### config.mk
export PLATFORM = sky130hd
export DESIGN_NAME = load_scoreboard_stall
export DESIGN_NICKNAME = d
export VERILOG_FILES = /design/src/rtl/load_scoreboard_stall.sv
export SDC_FILE = /design/constraint.sdc
export NUM_CORES = 1
export LEC_CHECK = 0
export ABC_AREA = 1
export ABC_CLOCK_PERIOD_IN_PS = 2300
export CAP_MARGIN = 25
export CORE_MARGIN = 3
export CORE_UTILIZATION = 50
export CTS_BUF_LIST = sky130_fd_sc_hd__clkbuf_16
export DETAILED_ROUTE_END_ITERATION = 7
export PLACE_DENSITY = 0.8
export SYNTH_ARGS = -nofsm -noshare
export SYNTH_HDL_FRONTEND = slang
export SYNTH_SLANG_ARGS = --single-unit
### constraint.sdc
create_clock -name I_clk -period 2.3 [get_ports I_clk]
set_input_delay 0.23 -clock I_clk [delete_from_list [all_inputs] [get_ports I_clk]]
set_output_delay 0.23 -clock I_clk [all_outputs]
set_load 0.05 [all_outputs]
### src/rtl/load_scoreboard_stall.sv
// Load scoreboard: in-order FIFO of outstanding load destinations, raising a
// decode stall on read-after-load hazards or when the FIFO cannot accept a load.
module load_scoreboard_stall #(
    parameter int unsigned REG_AW      = 5,
    parameter int unsigned DEPTH       = 4,
    parameter int unsigned CNT_W       = 3,
    parameter bit          RESP_BYPASS = 1'b1
) (
    input  logic              I_clk,
    input  logic              I_rst_n,
    input  logic              I_ex_ls_valid,
    input  logic              I_ex_ls_load,
    input  logic              I_ex_fire,
    input  logic [REG_AW-1:0] I_ex_rd_waddr,
    input  logic              I_dec_rs1_re,
    input  logic              I_dec_rs2_re,
    input  logic [REG_AW-1:0] I_dec_rs1_raddr,
    input  logic [REG_AW-1:0] I_dec_rs2_raddr,
    input  logic              I_bru_taken,
    input  logic              I_lsu_resp_valid,
    output logic              O_stallreq,
    output logic              O_full,
    output logic [CNT_W-1:0]  O_pending_cnt,
    output logic              O_underflow
);

    localparam int unsigned PTR_W = (DEPTH > 1) ? $clog2(DEPTH) : 1;

    logic [DEPTH-1:0]  valid_q, valid_d;
    logic [REG_AW-1:0] rd_q [DEPTH];
    logic [REG_AW-1:0] rd_d [DEPTH];
    logic [PTR_W-1:0]  head_q, head_d, tail_q, tail_d;
    logic [CNT_W-1:0]  count_q, count_d;
    logic              full_q, full_d;
    logic              underflow_q, underflow_d;

    logic              ex_load, empty, enq, deq;
    logic [DEPTH-1:0]  cmp_mask;
    logic              rs1_nz, rs2_nz, rs1_ex, rs2_ex, rs1_fifo, rs2_fifo;
    logic              ex_stall, fifo_stall;

    assign ex_load = I_ex_ls_valid & I_ex_ls_load;
    assign empty   = (count_q == '0);
    assign deq     = I_lsu_resp_valid & ~empty;
    // A full FIFO still takes a load when the head retires in the same cycle
    assign enq     = I_ex_fire & ex_load & ~I_bru_taken & (~full_q | I_lsu_resp_valid);

    // Next-state for the FIFO, count and sticky underflow
    always_comb begin
        valid_d     = valid_q;
        rd_d        = rd_q;
        head_d      = head_q;
        tail_d      = tail_q;
        count_d     = count_q;
        underflow_d = underflow_q | (I_lsu_resp_valid & empty);
        if (deq) begin
            valid_d[head_q] = 1'b0;
            head_d          = head_q + PTR_W'(1);
        end
        if (enq) begin
            valid_d[tail_q] = 1'b1;
            rd_d[tail_q]    = I_ex_rd_waddr;
            tail_d          = tail_q + PTR_W'(1);
        end
        case ({enq, deq})
            2'b10:   count_d = count_q + CNT_W'(1);
            2'b01:   count_d = count_q - CNT_W'(1);
            default: count_d = count_q;
        endcase
        full_d = (count_d == CNT_W'(DEPTH));
    end

    always_ff @(posedge I_clk or negedge I_rst_n) begin
        if (!I_rst_n) begin
            valid_q     <= '0;
            head_q      <= '0;
            tail_q      <= '0;
            count_q     <= '0;
            full_q      <= 1'b0;
            underflow_q <= 1'b0;
            for (int i = 0; i < int'(DEPTH); i++) begin
                rd_q[i] <= '0;
            end
        end else begin
            valid_q     <= valid_d;
            rd_q        <= rd_d;
            head_q      <= head_d;
            tail_q      <= tail_d;
            count_q     <= count_d;
            full_q      <= full_d;
            underflow_q <= underflow_d;
        end
    end

    // Retiring head is invisible to hazard compares when bypass is enabled
    always_comb begin
        cmp_mask = valid_q;
        if (RESP_BYPASS && deq) begin
            cmp_mask[head_q] = 1'b0;
        end
    end

    always_comb begin
        rs1_fifo = 1'b0;
        rs2_fifo = 1'b0;
        for (int i = 0; i < int'(DEPTH); i++) begin
            if (cmp_mask[i] && (rd_q[i] == I_dec_rs1_raddr)) begin
                rs1_fifo = 1'b1;
            end
            if (cmp_mask[i] && (rd_q[i] == I_dec_rs2_raddr)) begin
                rs2_fifo = 1'b1;
            end
        end
    end

    assign rs1_nz = (I_dec_rs1_raddr != '0);
    assign rs2_nz = (I_dec_rs2_raddr != '0);
    assign rs1_ex = ex_load & (I_ex_rd_waddr == I_dec_rs1_raddr);
    assign rs2_ex = ex_load & (I_ex_rd_waddr == I_dec_rs2_raddr);

    // EX-load hits stay live in reset; FIFO-derived stalls are gated by it
    assign ex_stall   = (I_dec_rs1_re & rs1_nz & rs1_ex) | (I_dec_rs2_re & rs2_nz & rs2_ex);
    assign fifo_stall = I_rst_n & ((I_dec_rs1_re & rs1_nz & rs1_fifo)
                                 | (I_dec_rs2_re & rs2_nz & rs2_fifo)
                                 | (ex_load & full_q & ~I_lsu_resp_valid));

    assign O_stallreq    = ~I_bru_taken & (ex_stall | fifo_stall);
    assign O_full        = full_q;
    assign O_pending_cnt = count_q;
    assign O_underflow   = underflow_q;

endmodule

==> impl_results.md <==
- P per Cell Area: approximately 1100 nW/µm²
- Die width: about 74 µm
- Critical Path, Cell by Cell: inv_2 > nand3_2 > nand2_1 > buf_4 > o21ai_2 > nor2_1 > nor2_1 > nand2_1 > nand2_1 > nand2_1 > nand2_1 > nand2_1 > buf_12
- Full die area: approximately 5500 µm²
- Slowest stage delay, CP: approximately 400 ps
- Relative slew slack: 0.665
- DR vias: roughly 2200
- Ys async rst share: 1.00
- Area grow syn2layout: 22.7%
- GR Util All Layers: 0.234
- Leakage: approximately 1.5 nW
- Grt total ovfl: 0
- Kind of critical path: reg2out
- Placeable Area: around 4400 µm²
- Cells after Synth: between 300 and 400
- CTS buffer count: 5
- Initial antenna violation count: 0
- Count leader, synth: nand2_1
- Vias per cell: between 5 and 6
- Hold WS: ~150 ps
- VDD IR max: about 0.66 mV
- Final Hold Fails: 0
- Worst Setup Slack post-DPL: -55.2 ps
- Synth cell types: 26
- CP dominant cell by count: nand2_1
- Hold Crit Class: in2async
- # H-tree levels: 2
- Final Net Count: ~410
- # DRC: 0
- Starting DRT DRC Count: between 150 and 200
- Synth top area cells: dfrtp_1 (35%), nand2_1 (21%), inv_1 (7.7%)
- Slowest-stage cell, CP: dfrtp_1
- Top_reg_cell synth: dfrtp_1
- Syn Area/Cell: 6.76 µm²
- Max Root-Sink Buffers: 2
- PortBufs: 29
- Max-slew violations: 0
- Max cap viols: 0
- Seq/Total Area, Yosys: 0.352
- Num rows: 24
- # setup viols final: 0
- Critical Path RT: between 2000 and 2500 ps
- Largest net degree at the start of global routing: 33
- Cell Area, Synth: between 2000 and 2500 µm²
- Worst-path fanout max: 5
- Global-route wire length before repair: a little under 10000 µm
- Cts hold-fix bufs: 0
- Routed WL per cell: 13.8 µm
- Clk Latency, worst-skew pair: approximately 280 ps
- Slew @ Worst Pin: between 500 and 600 ps
- Vias in the first global route: roughly 2100
- TritonCTS clock tree: built
- Setup Skew: 3.28 ps
- Period utilization: 0.928
- Antenna Nets Post-Route: 0
- Synth Register Bits: 33
- Finished Cell Area: approximately 2900 µm²
- EDFF count, synth: 0
- Post-Route WL: 5960 µm
- DR pass1 iterations: 5
- Crit start category: flip-flop
- Die Height: 74.5 µm
- Clock tree root buffer cell: clkbuf_16
- Layout cells sized above 1: 0.0866
- Cell taking the most area after synthesis: dfrtp_1
- Post-Route Setup TNS: 0 ps
- # IOs: 30
- Arrival time at the worst endpoint: between 1500 and 2000 ps
- Minimum clock period: 2130 ps
- DP Area: about 2700 µm²
- Initial Utilization: 0.528
- GPL Wtd Cong: roughly 0.91
- Final WS setup: 167 ps
- CTS Sinks: 33
- Ys Warns: 0
- Syn Nets: ~380
- Post-synth top area share: 0.352
- Clock transition at path regs: roughly 50 ps
- Most frequent cells after synthesis: nand2_1 (129), inv_1 (48), dfrtp_1 (33)
- Crit end category: output pin
- Fmax: 469 MHz
- Status: complete, no violations
- ANT cells: 0
- Detail Placement HPWL: 4450 µm
==> through the flow <==
stage / power, mW / util / instances
after global placement: 2.27 / 0.608 / 424
after detailed placement: 2.33 / 0.608 / 424
final: 3.04 / 0.647 / 433
after floorplan: 1.92 / - / 347
after CTS: 2.99 / 0.640 / 432
after global routing: 3.29 / 0.647 / 433
==> worst paths after layout <==
path,cells after the start,to,startpoint,slack (ps)
max in group asynchronous,2,O_pending_cnt[1],I_rst_n,1450
min in group I_clk,1,O_underflow,O_underflow,470
worst min register to register,1,O_underflow,O_underflow,470
worst max-delay path,13,O_stallreq,O_pending_cnt[0],170
worst min-delay path,1,O_underflow,I_rst_n,150
worst max register to register,11,O_full,O_pending_cnt[0],170
==> registers in the layout, indices dropped and copies added (netlist names) <==
| register | flops |
|---|---|
| O_full | 1 |
| head_q | 2 |
| rd_q | 20 |
| tail_q | 2 |
| O_pending_cnt | 3 |
| valid_q | 4 |
| O_underflow | 1 |
==> cell families after synthesis <==
family	share of synthesized area
XOR/XNOR	0.0859
flip-flops	0.352
buffers and inverters	0.113
AND/OR/NAND/NOR	0.317
AO/OA/AOI/OAI	0.0752
adder cells (fa/ha/maj)	0.0566
==> worst max-delay path: cells and delay by family, from the launching register on <==
kind	cells	cell delay (ps)
compound gates	1	140
buf+inv	3	390
flops	1	400
simple gates	9	700
==> final cells by class <==
cell class	instances	area [µm²]
fillers	396	1570
multi-input cells	249	1260
flip-flops and latches	33	827
repair buffers	37	378
inverters	54	203
clock buffers	5	125
well taps	52	65.1
clock inverters	3	17.5
==> layer usage <==
layer / vias up / wire, µm / global-route usage
li1: 1113 / - / -
met1: 1015 / 2640 / 0.310
met2: 80 / 2820 / 0.378
met3: 16 / 362 / 0.0568
met4: 0 / 138 / 0.0791
met5: - / 0 / 0
==> power by group <==
part	internal (mW)	total, mW	leakage (nW)	switching, mW
combinational	0.536	1.30	1.06	0.769
sequential	0.833	1.08	0.419	0.247
clock	0.396	0.654	0.0696	0.258
==> layout by cell type (no fill, tap or decap), drive strengths merged, types with 4 or more instances in the layout <==
| cell type | count |
|---|---|
| xnor2 | 12 |
| inv | 54 |
| nor2 | 29 |
| buf | 9 |
| nand4 | 5 |
| a21oi | 4 |
| o21ai | 27 |
| nand3 | 14 |
| dlymetal6s2s | 7 |
| clkdlybuf4s50 | 21 |
| xor2 | 11 |
| clkbuf | 5 |
| dfrtp | 33 |
| ha | 9 |
| nand2 | 130 |
==> what timing repair did <==
action,4_1_cts,5_1_grt
buffers inserted,0,1
endpoints found under the setup margin,0,2
resized for setup,0,10
Power figures use the tool's default switching activity.
